$ cat config.mk
export PLATFORM = sky130hd
export DESIGN_NAME = vga_timing
export DESIGN_NICKNAME = d
export VERILOG_FILES = /design/src/rtl/vga_pkg.sv /design/src/rtl/vga_sync_delay.sv /design/src/rtl/vga_timing.sv
export SDC_FILE = /design/constraint.sdc
export NUM_CORES = 1
export LEC_CHECK = 0
export ABC_AREA = 1
export BUFFER_PORTS_ARGS = -buffer_cell sky130_fd_sc_hd__buf_2
export CAP_MARGIN = 40
export CORE_MARGIN = 10
export CORE_UTILIZATION = 53
export CTS_BUF_LIST = sky130_fd_sc_hd__clkbuf_2
export DETAILED_ROUTE_END_ITERATION = 8
export PLACE_DENSITY = 0.85
export SYNTH_ARGS = -nofsm -noshare
export SYNTH_HDL_FRONTEND = slang
export SYNTH_SLANG_ARGS = --single-unit
export TNS_END_PERCENT = 20
$ cat constraint.sdc
create_clock -name clk -period 3 [get_ports clk]
set_clock_uncertainty 0.15 [all_clocks]
set_input_delay 0.3 -clock clk [delete_from_list [all_inputs] [get_ports clk]]
set_output_delay 0.3 -clock clk [all_outputs]
set_load 0.02 [all_outputs]
$ cat src/rtl/vga_pkg.sv
// Shared timing constants, pixel/timing types and the total-count helper for the video timing path.
package vga_pkg;

    localparam int unsigned H_ACTIVE_DEF = 640;
    localparam int unsigned H_FP_DEF     = 16;
    localparam int unsigned H_SYNC_DEF   = 96;
    localparam int unsigned H_BP_DEF     = 48;
    localparam int unsigned V_ACTIVE_DEF = 480;
    localparam int unsigned V_FP_DEF     = 10;
    localparam int unsigned V_SYNC_DEF   = 2;
    localparam int unsigned V_BP_DEF     = 33;

    typedef struct packed {
        logic [7:0] r;
        logic [7:0] g;
        logic [7:0] b;
    } rgb888_t;

    // Raw, polarity-free timing: every field is 1 when the condition holds.
    typedef struct packed {
        logic de;
        logic hs;
        logic vs;
    } timing_t;

    localparam timing_t TIMING_IDLE = '{de: 1'b0, hs: 1'b0, vs: 1'b0};

    function automatic int unsigned vga_total(input int unsigned active, input int unsigned fp,
                                              input int unsigned sync, input int unsigned bp);
        return active + fp + sync + bp;
    endfunction

endpackage

$ cat src/rtl/vga_sync_delay.sv
// Fixed-depth delay line for raw de/hs/vs, matching the pixel source latency; depth 0 is a wire.
module vga_sync_delay
    import vga_pkg::*;
#(
    parameter int unsigned DEPTH = 2
) (
    input  logic    clk,
    input  logic    rst,
    input  timing_t din,
    output timing_t dout
);

    generate
        if (DEPTH == 0) begin : g_wire
            assign dout = din;
        end else begin : g_shift
            timing_t stage_q [DEPTH];
            timing_t stage_d [DEPTH];

            always_comb begin
                stage_d[0] = din;
                for (int i = 1; i < DEPTH; i++) begin
                    stage_d[i] = stage_q[i-1];
                end
            end

            // NOTE: every stage is reset, so no pre-reset de/sync can leak out after release.
            always_ff @(posedge clk or posedge rst) begin
                if (rst) begin
                    for (int i = 0; i < DEPTH; i++) begin
                        stage_q[i] <= TIMING_IDLE;
                    end
                end else begin
                    stage_q <= stage_d;
                end
            end

            assign dout = stage_q[DEPTH-1];
        end
    endgenerate

endmodule

$ cat src/rtl/vga_timing.sv
// Parametrised video timing generator: pixel request counters, latency-aligned registered
// syncs/de/RGB for the TMDS encoder, line/frame strobes and a frame counter.
module vga_timing
    import vga_pkg::*;
#(
    parameter int unsigned H_ACTIVE = H_ACTIVE_DEF,
    parameter int unsigned H_FP     = H_FP_DEF,
    parameter int unsigned H_SYNC   = H_SYNC_DEF,
    parameter int unsigned H_BP     = H_BP_DEF,
    parameter int unsigned V_ACTIVE = V_ACTIVE_DEF,
    parameter int unsigned V_FP     = V_FP_DEF,
    parameter int unsigned V_SYNC   = V_SYNC_DEF,
    parameter int unsigned V_BP     = V_BP_DEF,
    parameter bit          HS_POL   = 1'b0,
    parameter bit          VS_POL   = 1'b0,
    parameter int unsigned PIX_LAT  = 2,
    localparam int unsigned H_TOTAL = vga_total(H_ACTIVE, H_FP, H_SYNC, H_BP),
    localparam int unsigned V_TOTAL = vga_total(V_ACTIVE, V_FP, V_SYNC, V_BP),
    localparam int unsigned HW      = $clog2(H_TOTAL),
    localparam int unsigned VW      = $clog2(V_TOTAL)
) (
    input  logic          clk,
    input  logic          rst,
    input  logic [7:0]    r,
    input  logic [7:0]    g,
    input  logic [7:0]    b,
    output logic [HW-1:0] px,
    output logic [VW-1:0] py,
    output logic          line_start,
    output logic          frame_start,
    output logic [15:0]   frame_count,
    output logic          hsync,
    output logic          vsync,
    output logic          de,
    output logic [7:0]    vga_r,
    output logic [7:0]    vga_g,
    output logic [7:0]    vga_b
);

    if (H_FP < 1 || H_BP < 1 || V_FP < 1 || V_BP < 1) begin : g_bad_porch
        $error("vga_timing: every porch must be at least 1");
    end
    if (H_SYNC < 1 || V_SYNC < 1) begin : g_bad_sync
        $error("vga_timing: sync widths must be at least 1");
    end
    if (PIX_LAT > 15) begin : g_bad_lat
        $error("vga_timing: PIX_LAT must be in 0..15");
    end

    logic [HW-1:0] px_q, px_d;
    logic [VW-1:0] py_q, py_d;
    logic [15:0]   frame_count_q, frame_count_d;
    logic          de_q, de_d;
    logic          hsync_q, hsync_d;
    logic          vsync_q, vsync_d;
    rgb888_t       vga_q, vga_d;
    logic          px_wrap, py_wrap;
    timing_t       raw, dly;
    rgb888_t       pix_in;

    assign pix_in = '{r: r, g: g, b: b};

    // NOTE: always_comb gives every output a value on every path, so no latch can be inferred.
    always_comb begin
        px_wrap = (px_q == HW'(H_TOTAL - 1));
        py_wrap = (py_q == VW'(V_TOTAL - 1));
        px_d    = px_wrap ? '0 : px_q + HW'(1);
        py_d    = py_q;
        if (px_wrap) begin
            py_d = py_wrap ? '0 : py_q + VW'(1);
        end
        frame_count_d = frame_count_q + 16'(px_wrap && py_wrap);

        raw.de = (px_q < HW'(H_ACTIVE)) && (py_q < VW'(V_ACTIVE));
        raw.hs = (px_q >= HW'(H_ACTIVE + H_FP)) && (px_q < HW'(H_ACTIVE + H_FP + H_SYNC));
        raw.vs = (py_q >= VW'(V_ACTIVE + V_FP)) && (py_q < VW'(V_ACTIVE + V_FP + V_SYNC));

        de_d    = dly.de;
        hsync_d = dly.hs ? HS_POL : !HS_POL;
        vsync_d = dly.vs ? VS_POL : !VS_POL;
        vga_d   = dly.de ? pix_in : '0;
    end

    vga_sync_delay #(
        .DEPTH (PIX_LAT)
    ) u_sync_delay (
        .clk  (clk),
        .rst  (rst),
        .din  (raw),
        .dout (dly)
    );

    // NOTE: state registers use non-blocking '<=' so all flops update from pre-edge values.
    always_ff @(posedge clk or posedge rst) begin
        if (rst) begin
            px_q          <= '0;
            py_q          <= '0;
            frame_count_q <= '0;
            de_q          <= 1'b0;
            hsync_q       <= !HS_POL;
            vsync_q       <= !VS_POL;
            vga_q         <= '0;
        end else begin
            px_q          <= px_d;
            py_q          <= py_d;
            frame_count_q <= frame_count_d;
            de_q          <= de_d;
            hsync_q       <= hsync_d;
            vsync_q       <= vsync_d;
            vga_q         <= vga_d;
        end
    end

    // Strobes decode the counters directly, so they line up with px/py rather than the outputs.
    assign line_start  = (px_q == '0);
    assign frame_start = (px_q == '0) && (py_q == '0);

    assign px          = px_q;
    assign py          = py_q;
    assign frame_count = frame_count_q;
    assign de          = de_q;
    assign hsync       = hsync_q;
    assign vsync       = vsync_q;
    assign vga_r       = vga_q.r;
    assign vga_g       = vga_q.g;
    assign vga_b       = vga_q.b;

endmodule

## Word-level counts from Yosys, hierarchy flattened

Cells that the tools add are included.
W data, S select, Z words.

- Multiply operators: 0
- Equality and inequality tests: 2
- Div/mod/pow operators: 0
- Reductions and logical operators: 7
- $lt $le $gt $ge: 6
- Multiplexer cells: 5
- Bitwise logic cells: 0
- Shift-type cells: 0
- $add $sub $neg: 3

Operator list:

| cell | count |
|---|---|
| $mux W24 | 1 |
| $add A10 B1 Y10 const B | 2 |
| $eq A10 B10 Y1 const B | 2 |
| $logic_not A10 Y1 | 2 |
| $lt A10 B10 Y1 const B | 2 |
| $lt A10 B9 Y1 const B | 2 |
| $mux W10 | 2 |
| $add A16 B1 Y16 | 1 |
| $ge A10 B10 Y1 const B | 1 |
| $ge A10 B9 Y1 const B | 1 |
| $logic_and A1 B1 Y1 | 5 |
| $mux W1 | 2 |

- ROM bits: 0
- Memories kept: 0
- Output and inout bits: 65
- Bits in writable memories: 0
- Latch bits: 0
- Word-level logic and storage cells: 38
- Flip-flop bits (word level): 69

## Depth between registers and ports, before layout

Gate-level depths: netlist of the first run.

- Depth in word-level cells: 3
- Gate-level depth with buffers: 14
- Gate-level depth less buffers: 14

## Modules after synthesis

From an unflattened synthesis of the first run, not the netlist that was laid out.

- Cell total of the unflattened synthesis: 323
- Area, all modules: 3,002.9 um^2

Modules (own cells, without submodules):

| module | instances | cells an instance | area each (um^2) |
|---|---|---|---|
| vga_timing | 1 | 316 | 2,849.0 |
| vga_sync_delay | 1 | 7 | 153.9 |

## Worst setup path after synthesis of the first run

No wires, ideal clock.

- Kind: flip-flop to flip-flop
- Start: register py_q[0], in the netlist py[0]
- End: register frame_count_q[14], in the netlist frame_count[14]
- Cell stages (with the launch flop): 15
- Path slack: 0.486 ns
- Arrival: 2.234 ns
- Required time: 2.721 ns
- Setup time: 0.129 ns
- Cells stage by stage: dfrtp_1 inv_1 ha_1 nand2_1 nor2_1 nand3_2 nor4_1 ha_1 ha_1 nand2_1 nor2_1 nand2_1 nor2_1 nand2_1 xnor2_1

- Word-level cells in the longest chain between the ends: 3

Ends and longest elaborated chain:

| element | RTL line | RTL |
|---|---|---|
| start, declared | vga_timing.sv:51 | `logic [VW-1:0] py_q, py_d;` |
| start signal, assigned | vga_timing.sv:105 | `py_q <= py_d;` |
| $eq A10 B10 Y1 | vga_timing.sv:66 | `py_wrap = (py_q == VW'(V_TOTAL - 1));` |
| $logic_and A1 B1 Y1 | vga_timing.sv:72 | `frame_count_d = frame_count_q + 16'(px_wrap && py_wrap);` |
| $add A16 B1 Y16 | vga_timing.sv:72 |  |
| net frame_count_d[14] | vga_timing.sv:52 | `logic [15:0] frame_count_q, frame_count_d;` |
| end signal, assigned | vga_timing.sv:106 | `frame_count_q <= frame_count_d;` |
| end, declared | vga_timing.sv:52 |  |

The timed path passes the listed nets, and every way through them passes these cells.
A chain may end at the register's enable or synchronous reset.

## Worst setup path after layout of the first run

- Start: register py_q[0], in the netlist py[0]
- End: register frame_count_q[12], in the netlist frame_count[12]

The elaborated chain is that of the path after synthesis.

==> results.sh, run 1 <==
export IMPL_grt_pass1_wl_mm=12.2
export IMPL_drive_gt1_frac=0.268
export IMPL_cp_max_fo=7
export IMPL_worst_slew_pin_slew_ns=0.742
export IMPL_yosysMostFrequentCell="nand2_1"
export IMPL_regToRegSetupSlack_ns=0.34
export IMPL_synth_edf_count=0
export IMPL_rr_endpoint="frame_count[12]$_DFF_PP0_"
export IMPL_final_antenna_net_count=0
export IMPL_drcViolationCount=0
export IMPL_fp_coreArea_um2=5510
export IMPL_finalSetupViolations=0
export IMPL_synth_common_cells="nand2_1 (75), dfrtp_1 (67), inv_1 (65)"
export IMPL_combPwrFrac=0.073
export IMPL_startpoint_type="flop"
export IMPL_switching_share=0.234
export IMPL_cts_buffers=9
export IMPL_synth_area_um2=3010
export IMPL_seq_area_frac_synth=0.574
export IMPL_fp_dieArea_um2=9100
export IMPL_rsz0062_at_grt="false"
export IMPL_hold_slack_ns=0.219
export IMPL_cts_max_path_buffers=2
export IMPL_hold_viol=0
export IMPL_seqCellArea_um2=1730
export IMPL_reg2reg_depth=13
export IMPL_internal_power_mw=1.28
export IMPL_fill_cells=395
export IMPL_maxSlewViolCount=0
export IMPL_clockPowerShare=0.359
export IMPL_period_share=0.887
export IMPL_tns_ns=0
export IMPL_status="complete, no violations"
export IMPL_htreeDepth=3
export IMPL_crit_path_end_kind="flop"
export IMPL_drt_initial_drc_count=93
export IMPL_synth_seq_cells=69
export IMPL_die_w_um=95.4
export IMPL_yosysWarnings=0
export IMPL_multi_input_area_um2=1020
export IMPL_dp_hpwl_mm=5.45
export IMPL_wire_per_inst_um=14.3
export IMPL_placedInstanceArea_um2=3580
export IMPL_pre_cts_slack_ns=0.322
export IMPL_antenna_found_initial=0
export IMPL_grt_pass1_vias=2584
export IMPL_slew_headroom=0.505
export IMPL_pwr_share_seq=0.568
export IMPL_routed_wl_mm=7.61
export IMPL_cts_sinks=69
export IMPL_clk_pin_slew_worst_paths_ns=0.18
export IMPL_synthFlopType="dfrtp_1"
export IMPL_synth_area_top_cells="dfrtp_1 (56%), nand2_1 (9.3%), inv_1 (8.1%)"
export IMPL_num_vias=2547
export IMPL_required_ns=3.26
export IMPL_area_growth_pct=31.8
export IMPL_ir_worst_vdd_mv=0.238
export IMPL_grt_max_degree=31
export IMPL_r2r_start="py[0]$_DFFE_PP0N_"
export IMPL_via_per_inst=4.80
export IMPL_clk_latency_ns=0.48
export IMPL_hold_class="input pin to asynchronous set/reset pin"
export IMPL_setup_slack_ns=0.340
export IMPL_portBuffers=90
export IMPL_leakagePower_nw=2.18
export IMPL_layout_nets=486
export IMPL_globalRouteOverflowTotal=0
export IMPL_min_period_ns=2.66
export IMPL_grtUsageTotal=0.172
export IMPL_synth_cell_types=24
export IMPL_arrival_ns=2.92
export IMPL_synth_area_per_cell_um2=9.16
export IMPL_num_rows=27
export IMPL_cap_violations=0
export IMPL_netlist_area_leader_share=0.556
export IMPL_clock_fmax_mhz=376
export IMPL_firstDrtPassIters=4
export IMPL_post_cts_buffers=0
export IMPL_cts_tree="yes"
export IMPL_netlist_instances=329
export IMPL_root_buffer="clkbuf_2"
export IMPL_p_switching_uw=391
export IMPL_crit_type="flop to flop"
export IMPL_num_antenna_cells=0
export IMPL_gp_congestion=0.924
export IMPL_async_flop_share=1.00
export IMPL_power_density_nw_per_um2=421
export IMPL_syn_nets=361
export IMPL_start_util=0.547
export IMPL_synth_area_leader_cell="dfrtp_1"
export IMPL_fin_area_um2=3970
export IMPL_die_h_um=95.4
export IMPL_pin_count=91
-- flip-flops by register name (all words and copies together) (netlist names) --
signal	count
vga_g	8
vga_b	8
frame_count	16
vga_r	8
px	10
vsync	1
u_sync_delay.g_shift.stage_d	3
u_sync_delay.dout	3
de	1
hsync	1
py	10
-- power by group through the flow --
| stage | registers, mW | clock network [mW] | logic (mW) |
|---|---|---|---|
| final | 0.951 | 0.601 | 0.122 |
| after global routing | 0.954 | 0.665 | 0.135 |
| after global placement | 0.967 | 0 | 0.0903 |
| after floorplan | 0.990 | 0 | 0.0253 |
| after CTS | 0.951 | 0.613 | 0.123 |
| after detailed placement | 0.968 | 0 | 0.0978 |
-- layer usage --
| metal | up-vias | track usage | share of wire |
|---|---|---|---|
| met5 | - | 0 | 0 |
| li1 | 1262 | - | - |
| met3 | 9 | 0.0573 | 0.087 |
| met2 | 101 | 0.281 | 0.48 |
| met4 | 0 | 0.0614 | 0.011 |
| met1 | 1175 | 0.207 | 0.43 |
-- through the flow --
step / instances / util / power, mW
after CTS: 531 / 0.720 / 1.69
final: 531 / 0.721 / 1.67
after floorplan: 329 / - / 1.02
after detailed placement: 490 / 0.651 / 1.07
after global placement: 489 / 0.646 / 1.06
after global routing: 531 / 0.721 / 1.75
-- layout by cell type, fill, tap and decap left out, drive strengths merged --
master / Yosys / routed
nor4: 1 / 1
buf: 1 / 92
dfrtp: 67 / 67
xor2: 13 / 13
ha: 6 / 6
a21oi: 2 / 2
nand3: 20 / 20
dfstp: 2 / 2
bufinv: 0 / 2
nor3: 10 / 10
nand4: 8 / 8
clkbuf: 2 / 11
clkinv: 0 / 3
nand2: 77 / 77
nor2: 32 / 32
o22ai: 2 / 2
xnor2: 4 / 4
nand3b: 2 / 2
inv: 66 / 66
o21ai: 14 / 14
dlygate4sd3: 0 / 25
-- logic make-up (layout without fill, tap and decap cells) --
logic type               count (synthesis)  count (layout)  share of synthesized area
XOR/XNOR                                17              17                     0.0494
adder cells (fa/ha/maj)                  6               6                     0.0249
AO/OA/AOI/OAI                           18              18                     0.0307
flip-flops                              69              69                      0.574
buffers and inverters                   69             199                     0.0885
AND/OR/NAND/NOR                        150             150                      0.233
-- final cells by class --
| cell class | count | share of cell area |
|---|---|---|
| multi-input combinational | 191 | 0.258 |
| clock inverter | 5 | 0.0192 |
| sequential | 69 | 0.436 |
| timing repair buffer | 117 | 0.188 |
| clock buffer | 11 | 0.0139 |
| tap | 72 | 0.0227 |
| inverter | 66 | 0.0624 |
-- how the worst max path moves through the flow --
stage                            startpoint  depth (start not counted)                         to
after CTS                 py[0]$_DFFE_PP0N_                         13  frame_count[12]$_DFF_PP0_
after global placement    py[0]$_DFFE_PP0N_                         14  frame_count[14]$_DFF_PP0_
final                     py[0]$_DFFE_PP0N_                         13  frame_count[12]$_DFF_PP0_
after detailed placement  py[0]$_DFFE_PP0N_                         13  frame_count[12]$_DFF_PP0_
after global routing      py[0]$_DFFE_PP0N_                         13  frame_count[12]$_DFF_PP0_
after floorplan           py[0]$_DFFE_PP0N_                         14  frame_count[14]$_DFF_PP0_
-- critical path, cell delays in order (launching register included) --
cell and delay [ns]:
dfrtp_2 0.47, inv_1 0.13, ha_1 0.16, nand2_1 0.05
nor2_1 0.17, nand3_2 0.18, nor4_2 0.17, ha_1 0.22
ha_1 0.19, nand2_1 0.07, nor2_1 0.15, nand3b_1 0.13
nor2_1 0.15, xor2_1 0.18
-- repair_timing --
| action | 4_1_cts | 5_1_grt |
|---|---|---|
| resized for setup | 0 | 2 |
| hold buffers | 25 | 0 |
| hold endpoints to repair | 66 | 0 |
| endpoints found under the setup margin | 0 | 2 |
Power figures use the tool's default switching activity.
==> run 2: changes to the inputs <==
--- a/config.mk
+++ b/config.mk
@@ -12,7 +12,7 @@
 export CORE_UTILIZATION = 53
 export CTS_BUF_LIST = sky130_fd_sc_hd__clkbuf_2
 export DETAILED_ROUTE_END_ITERATION = 8
-export PLACE_DENSITY = 0.85
+export PLACE_DENSITY_LB_ADDON = 0.08
 export SYNTH_ARGS = -nofsm -noshare
 export SYNTH_HDL_FRONTEND = slang
 export SYNTH_SLANG_ARGS = --single-unit
==> run 2 against run 1 <==
Cell count did not move. Worst setup slack improved by 0.042 ns. Sequential power barely moved. Routed wire length fell by 1.6%. First-iteration DRC count fell by 1.1%. Combinational power fell by 4%. Die area did not move. Sequential share of layout area barely moved. Register-to-register slack improved by 0.04 ns. Largest power group unchanged.
==> results.sh, run 2 (synthesized netlist as in run 1, its figures left out) <==
export IMPL_portBuffers=90
export IMPL_period_share=0.873
export IMPL_maxSlewViolCount=0
export IMPL_hold_class="input pin to asynchronous set/reset pin"
export IMPL_min_period_ns=2.62
export IMPL_combPwrFrac=0.066
export IMPL_final_antenna_net_count=0
export IMPL_post_cts_buffers=0
export IMPL_setup_slack_ns=0.381
export IMPL_fill_cells=418
export IMPL_grt_pass1_vias=2543
export IMPL_drive_gt1_frac=0.266
export IMPL_cts_max_path_buffers=2
export IMPL_cts_buffers=9
export IMPL_power_density_nw_per_um2=444
export IMPL_grt_max_degree=30
export IMPL_pin_count=91
export IMPL_routed_wl_mm=7.49
export IMPL_startpoint_type="flop"
export IMPL_die_h_um=95.4
export IMPL_final_util=0.720
export IMPL_drt_initial_drc_count=92
export IMPL_antenna_found_initial=0
export IMPL_layout_nets=486
export IMPL_fp_coreArea_um2=5510
export IMPL_cts_sinks=69
export IMPL_ir_worst_vdd_mv=0.296
export IMPL_grtUsageTotal=0.172
export IMPL_dp_hpwl_mm=5.21
export IMPL_pwr_share_seq=0.540
export IMPL_crit_path_end_kind="flop"
export IMPL_wire_per_inst_um=14.1
export IMPL_tns_ns=0
export IMPL_firstDrtPassIters=4
export IMPL_pre_cts_slack_ns=0.319
export IMPL_clockPowerShare=0.393
export IMPL_arrival_ns=2.90
export IMPL_drcViolationCount=0
export IMPL_gp_congestion=0.891
export IMPL_start_util=0.547
export IMPL_cap_violations=0
export IMPL_multi_input_area_um2=1020
export IMPL_clk_latency_ns=0.49
export IMPL_fp_dieArea_um2=9100
export IMPL_worst_slew_pin_slew_ns=0.735
export IMPL_leakagePower_nw=2.18
export IMPL_p_switching_uw=408
export IMPL_via_per_inst=4.81
export IMPL_cts_tree="yes"
export IMPL_rsz0062_at_grt="false"
export IMPL_status="complete, no violations"
export IMPL_clock_fmax_mhz=382
export IMPL_final_common_cell="buf_2"
export IMPL_root_buffer="clkbuf_2"
export IMPL_largest_reg_flops=16
export IMPL_required_ns=3.28
export IMPL_switching_share=0.231
export IMPL_htreeDepth=3
export IMPL_clk_pin_slew_worst_paths_ns=0.20
export IMPL_crit_type="flop to flop"
export IMPL_internal_power_mw=1.35
export IMPL_slew_headroom=0.510
export IMPL_num_antenna_cells=0
export IMPL_cp_max_fo=7
export IMPL_num_vias=2554
export IMPL_num_rows=27
export IMPL_finalSetupViolations=0
export IMPL_grt_pass1_wl_mm=12.3
export IMPL_mostFrequentLayoutCells="buf_2 (90), nand2_1 (75), dfrtp_1 (67), inv_1 (64), nor2_1 (27)"
export IMPL_area_growth_pct=31.6
export IMPL_die_w_um=95.4
export IMPL_globalRouteOverflowTotal=0
export IMPL_hold_viol=0
export IMPL_seqCellArea_um2=1730
## run 2: cell count changes in the layout (fill, tap and decap cells not counted), sizes merged
| cell | before | now |
|---|---|---|
| clkinvlp | 0 | 1 |
| bufinv | 2 | 3 |
| clkbuf | 11 | 9 |
## run 2: what timing repair did
action / in CTS / in global routing
hold endpoints to repair: 42 / 0
resized for setup: 0 / 1
hold buffers: 25 / 0
setup endpoints to repair: 0 / 2
## run 2: per-layer routing
metal,GRT usage,up-vias,share of wire
met3,0.0534,12,0.085
met1,0.209,1207,0.43
met4,0.0737,0,0.017
met5,0,-,0
met2,0.276,79,0.47
li1,-,1256,-
## run 2: stage by stage
step	std cells	cell area (um^2)	hold WS, ns	power, mW
2_1_floorplan	329	3010	0.181	1.02
3_3_place_gp	490	3550	0.165	1.06
3_5_place_dp	490	3550	0.173	1.06
4_1_cts	531	3960	0.159	1.77
5_1_grt	531	3970	0.122	1.85
6_report	531	3970	0.164	1.76
## run 2: power groups by stage
stage	logic (mW)	registers, mW	clock network, mW
final	0.117	0.952	0.693
after global routing	0.129	0.954	0.765
after CTS	0.117	0.951	0.702
after detailed placement	0.0912	0.967	0
after global placement	0.0897	0.967	0
after floorplan	0.0253	0.990	0
## run 2: worst paths after layout
check | end | cells past startpoint | slack [ns] | start
max in group asynchronous | hsync$_DFF_PP1_ | 4 | 1.78 | rst
min in group clk | u_sync_delay.dout[1]$_DFF_PP0_ | 0 | 0.21 | u_sync_delay.g_shift.stage_d[1]$_DFF_PP0_
setup reg to reg | frame_count[12]$_DFF_PP0_ | 13 | 0.38 | py[0]$_DFFE_PP0N_
hold reg to reg | u_sync_delay.dout[1]$_DFF_PP0_ | 0 | 0.21 | u_sync_delay.g_shift.stage_d[1]$_DFF_PP0_
setup / recovery | frame_count[12]$_DFF_PP0_ | 13 | 0.38 | py[0]$_DFFE_PP0N_
hold / removal | px[2]$_DFF_PP0_ | 3 | 0.16 | rst
## run 2: area by class of cell
class,count,area share
Clock inverter,7,0.0287
Clock buffer,9,0.0114
Multi-Input combinational cell,191,0.258
Inverter,66,0.0625
Sequential cell,69,0.436
Timing Repair Buffer,117,0.180
Tap cell,72,0.0227
## run 2: worst max-delay path, cell delays in order (launching register included)
cell and delay (ns):
dfrtp_1 0.47, inv_1 0.15, ha_1 0.16, nand2_1 0.05
nor2_1 0.16, nand3_2 0.18, nor4_2 0.18, ha_1 0.22
ha_1 0.18, nand2_1 0.07, nor2_1 0.16, nand3b_1 0.14
nor2_1 0.14, xor2_1 0.15
==> run 3: changes to the inputs <==
--- a/config.mk
+++ b/config.mk
@@ -12,8 +12,11 @@
 export CORE_UTILIZATION = 53
 export CTS_BUF_LIST = sky130_fd_sc_hd__clkbuf_2
 export DETAILED_ROUTE_END_ITERATION = 8
+export MAX_ROUTING_LAYER = met4
 export PLACE_DENSITY_LB_ADDON = 0.08
+export SLEW_MARGIN = 20
 export SYNTH_ARGS = -nofsm -noshare
 export SYNTH_HDL_FRONTEND = slang
+export SYNTH_HIERARCHICAL = 1
 export SYNTH_SLANG_ARGS = --single-unit
 export TNS_END_PERCENT = 20
==> run 3 against run 2 <==
Via count down 2.8%. Critical path type unchanged. Register-to-register slack about the same. Highest routed layer unchanged. Worst hold slack better by 0.0074 ns. Flip-flop and latch count unchanged. Core utilization down 1.6 points. Power down 15%. Critical endpoint is now frame_count[14]$_DFF_PP0_. Routed wire length down 3.4%. Cell count down 0.94%. Die area down 0.26%. Global-route usage about the same. Cell area down 2.2%.
==> results.sh, run 3 <==
export IMPL_synthFlopType="dfrtp_1"
export IMPL_fp_dieArea_um2=9080
export IMPL_dp_hpwl_mm=5.21
export IMPL_final_common_cell="buf_2"
export IMPL_via_per_inst=4.72
export IMPL_hold_viol=0
export IMPL_cts_repair_resized=0
export IMPL_cts_sinks=69
export IMPL_syn_nets=355
export IMPL_cts_tree="yes"
export IMPL_r2r_start="px[0]$_DFF_PP0_"
export IMPL_clock_fmax_mhz=380
export IMPL_total_power_mw=1.50
export IMPL_pin_count=91
export IMPL_power_density_nw_per_um2=386
export IMPL_cts_buffers=9
export IMPL_status="complete, no violations"
export IMPL_slew_headroom=0.495
export IMPL_htreeDepth=3
export IMPL_num_rows=27
export IMPL_arrival_ns=2.84
export IMPL_worst_slew_pin_slew_ns=0.757
export IMPL_setup_slack_ns=0.366
export IMPL_root_buffer="clkbuf_2"
export IMPL_die_w_um=95.3
export IMPL_synth_area_per_cell_um2=9.30
export IMPL_area_growth_pct=29.2
export IMPL_num_antenna_cells=0
export IMPL_combPwrFrac=0.078
export IMPL_synth_seq_cells=69
export IMPL_synth_area_top_cells="dfrtp_1 (56%), nand2_1 (8.9%), inv_1 (7.8%)"
export IMPL_hold_class="input pin to asynchronous set/reset pin"
export IMPL_async_flop_share=1.00
export IMPL_fill_cells=427
export IMPL_path_cells="ha_1, nand2_2, nor2_4, nand2_4, nor2_8, inv_1, nor2_1, ha_1, ha_1, nand2_1, nor2_1, nand2_1, nor2_1, nand2_1, xnor2_1"
export IMPL_wire_per_inst_um=13.8
export IMPL_final_antenna_net_count=0
export IMPL_layout_nets=481
export IMPL_netlist_instances=323
export IMPL_grt_pass1_wl_mm=11.9
export IMPL_synth_cell_types=28
export IMPL_min_period_ns=2.63
export IMPL_seq_area_frac_synth=0.576
export IMPL_netlist_area_leader_share=0.558
export IMPL_maxSlewViolCount=0
export IMPL_clk_latency_ns=0.46
export IMPL_num_vias=2482
export IMPL_synth_edf_count=0
export IMPL_cp_startpoint="px[0]$_DFF_PP0_"
export IMPL_cts_max_path_buffers=2
export IMPL_gp_congestion=0.867
export IMPL_firstDrtPassIters=4
export IMPL_grtUsageTotal=0.172
export IMPL_reg2reg_depth=15
export IMPL_post_cts_buffers=0
export IMPL_post_place_cells=485
export IMPL_crit_type="flop to flop"
export IMPL_crit_path_end_kind="flop"
export IMPL_grt_max_degree=26
export IMPL_tns_ns=0
export IMPL_drive_gt1_frac=0.275
export IMPL_synth_common_cells="nand2_1 (71), dfrtp_1 (67), inv_1 (62)"
export IMPL_antenna_found_initial=0
export IMPL_finalSetupViolations=0
export IMPL_grt_pass1_vias=2432
export IMPL_cp_slowest_cell="dfrtp_1"
export IMPL_die_h_um=95.3
export IMPL_crit_buf_inv=1
export IMPL_switching_share=0.255
export IMPL_hold_buffers=25
export IMPL_required_ns=3.21
export IMPL_period_share=0.878
export IMPL_yosysWarnings=6
export IMPL_startpoint_type="flop"
export IMPL_pre_cts_slack_ns=0.383
export IMPL_rsz0062_at_grt="false"
export IMPL_cpLargestDelayFamily="simple AND/OR/NAND/NOR gates"
export IMPL_ir_worst_vdd_mv=0.238
export IMPL_yosysMostFrequentCell="nand2_1"
export IMPL_synth_area_leader_cell="dfrtp_1"
export IMPL_max_stage_delay_ns=0.52
export IMPL_globalRouteOverflowTotal=0
export IMPL_regToRegSetupSlack_ns=0.37
export IMPL_start_util=0.545
export IMPL_routed_wl_mm=7.24
export IMPL_fp_coreArea_um2=5510
export IMPL_leakagePower_nw=2.19
export IMPL_pwr_share_seq=0.635
export IMPL_drcViolationCount=0
export IMPL_mostFrequentLayoutCells="buf_2 (90), nand2_1 (71), dfrtp_1 (67), inv_1 (61), dlygate4sd3_1 (25)"
export IMPL_rr_endpoint="frame_count[14]$_DFF_PP0_"
export IMPL_cp_max_fo=9
export IMPL_drt_initial_drc_count=86
export IMPL_clockPowerShare=0.287
export IMPL_portBuffers=90
export IMPL_p_switching_uw=382
export IMPL_fin_cells=526
export IMPL_internal_power_mw=1.12
export IMPL_final_util=0.704
export IMPL_clk_pin_slew_worst_paths_ns=0.18
export IMPL_synth_area_um2=3000
export IMPL_largest_reg_flops=16
export IMPL_cap_violations=0
-- run 3: cell types whose count changed in the layout (fill, tap and decap cells not counted), sizes merged, moves of 3 or more --
cell and change:
bufinv -3, clkbuf +3, inv -3, nand2 -4, nand3 +4, nor2 -4, nor3 +3
-- run 3: final cells by class --
| cell class | instances | area [um^2] | share of cell area |
|---|---|---|---|
| clock buffer | 12 | 60.1 | 0.0155 |
| clock inverter | 4 | 25.0 | 0.00645 |
| inverter | 63 | 236 | 0.0610 |
| multi-input combinational | 187 | 1010 | 0.260 |
| sequential | 69 | 1730 | 0.446 |
| tap | 72 | 90.1 | 0.0232 |
| timing repair buffer | 119 | 731 | 0.188 |
-- run 3: worst max path at each step --
stage | to | slack (ns) | cells after the start
after floorplan | frame_count[14]$_DFF_PP0_ | 0.39 | 15
after global routing | frame_count[14]$_DFF_PP0_ | 0.06 | 15
after detailed placement | frame_count[14]$_DFF_PP0_ | 0.38 | 15
final | frame_count[14]$_DFF_PP0_ | 0.37 | 15
after CTS | frame_count[14]$_DFF_PP0_ | 0.33 | 15
after global placement | frame_count[14]$_DFF_PP0_ | 0.45 | 15
-- run 3: cells by family after synthesis --
| kind of cell | share of synthesized area |
|---|---|
| AND/OR/NAND/NOR | 0.234 |
| flip-flops | 0.576 |
| buffers and inverters | 0.0887 |
| AO/OA/AOI/OAI | 0.0325 |
| XOR/XNOR | 0.0437 |
| adder cells (fa/ha/maj) | 0.0250 |
-- run 3: stage by stage --
step                hold slack, ns  area (um^2)
floorplan                  -0.0590         3000
global placement            0.0939         3540
detailed placement           0.101         3540
CTS                          0.115         3880
global route                 0.108         3880
finish                       0.172         3880
-- run 3: tightest hold or removal path, cell delays in order --
cell and delay [ns]:
dlygate4sd3_1 0.55, buf_2 0.14, inv_1 0.18
-- run 3: routing by layer --
layer / GRT usage / up-vias / part of all wire
li1: - / 1252 / -
met1: 0.207 / 1150 / 0.42
met2: 0.271 / 72 / 0.49
met3: 0.0518 / 8 / 0.074
met4: 0.0549 / 0 / 0.015
met5: - / - / 0
-- run 3: power groups by stage --
stage | combinational, mW | sequential, mW | clock, mW
4_1_cts | 0.118 | 0.951 | 0.447
5_1_grt | 0.128 | 0.953 | 0.500
6_report | 0.117 | 0.951 | 0.430
3_3_place_gp | 0.0903 | 0.967 | 0
2_1_floorplan | 0.0254 | 0.990 | 0
3_5_place_dp | 0.0916 | 0.967 | 0
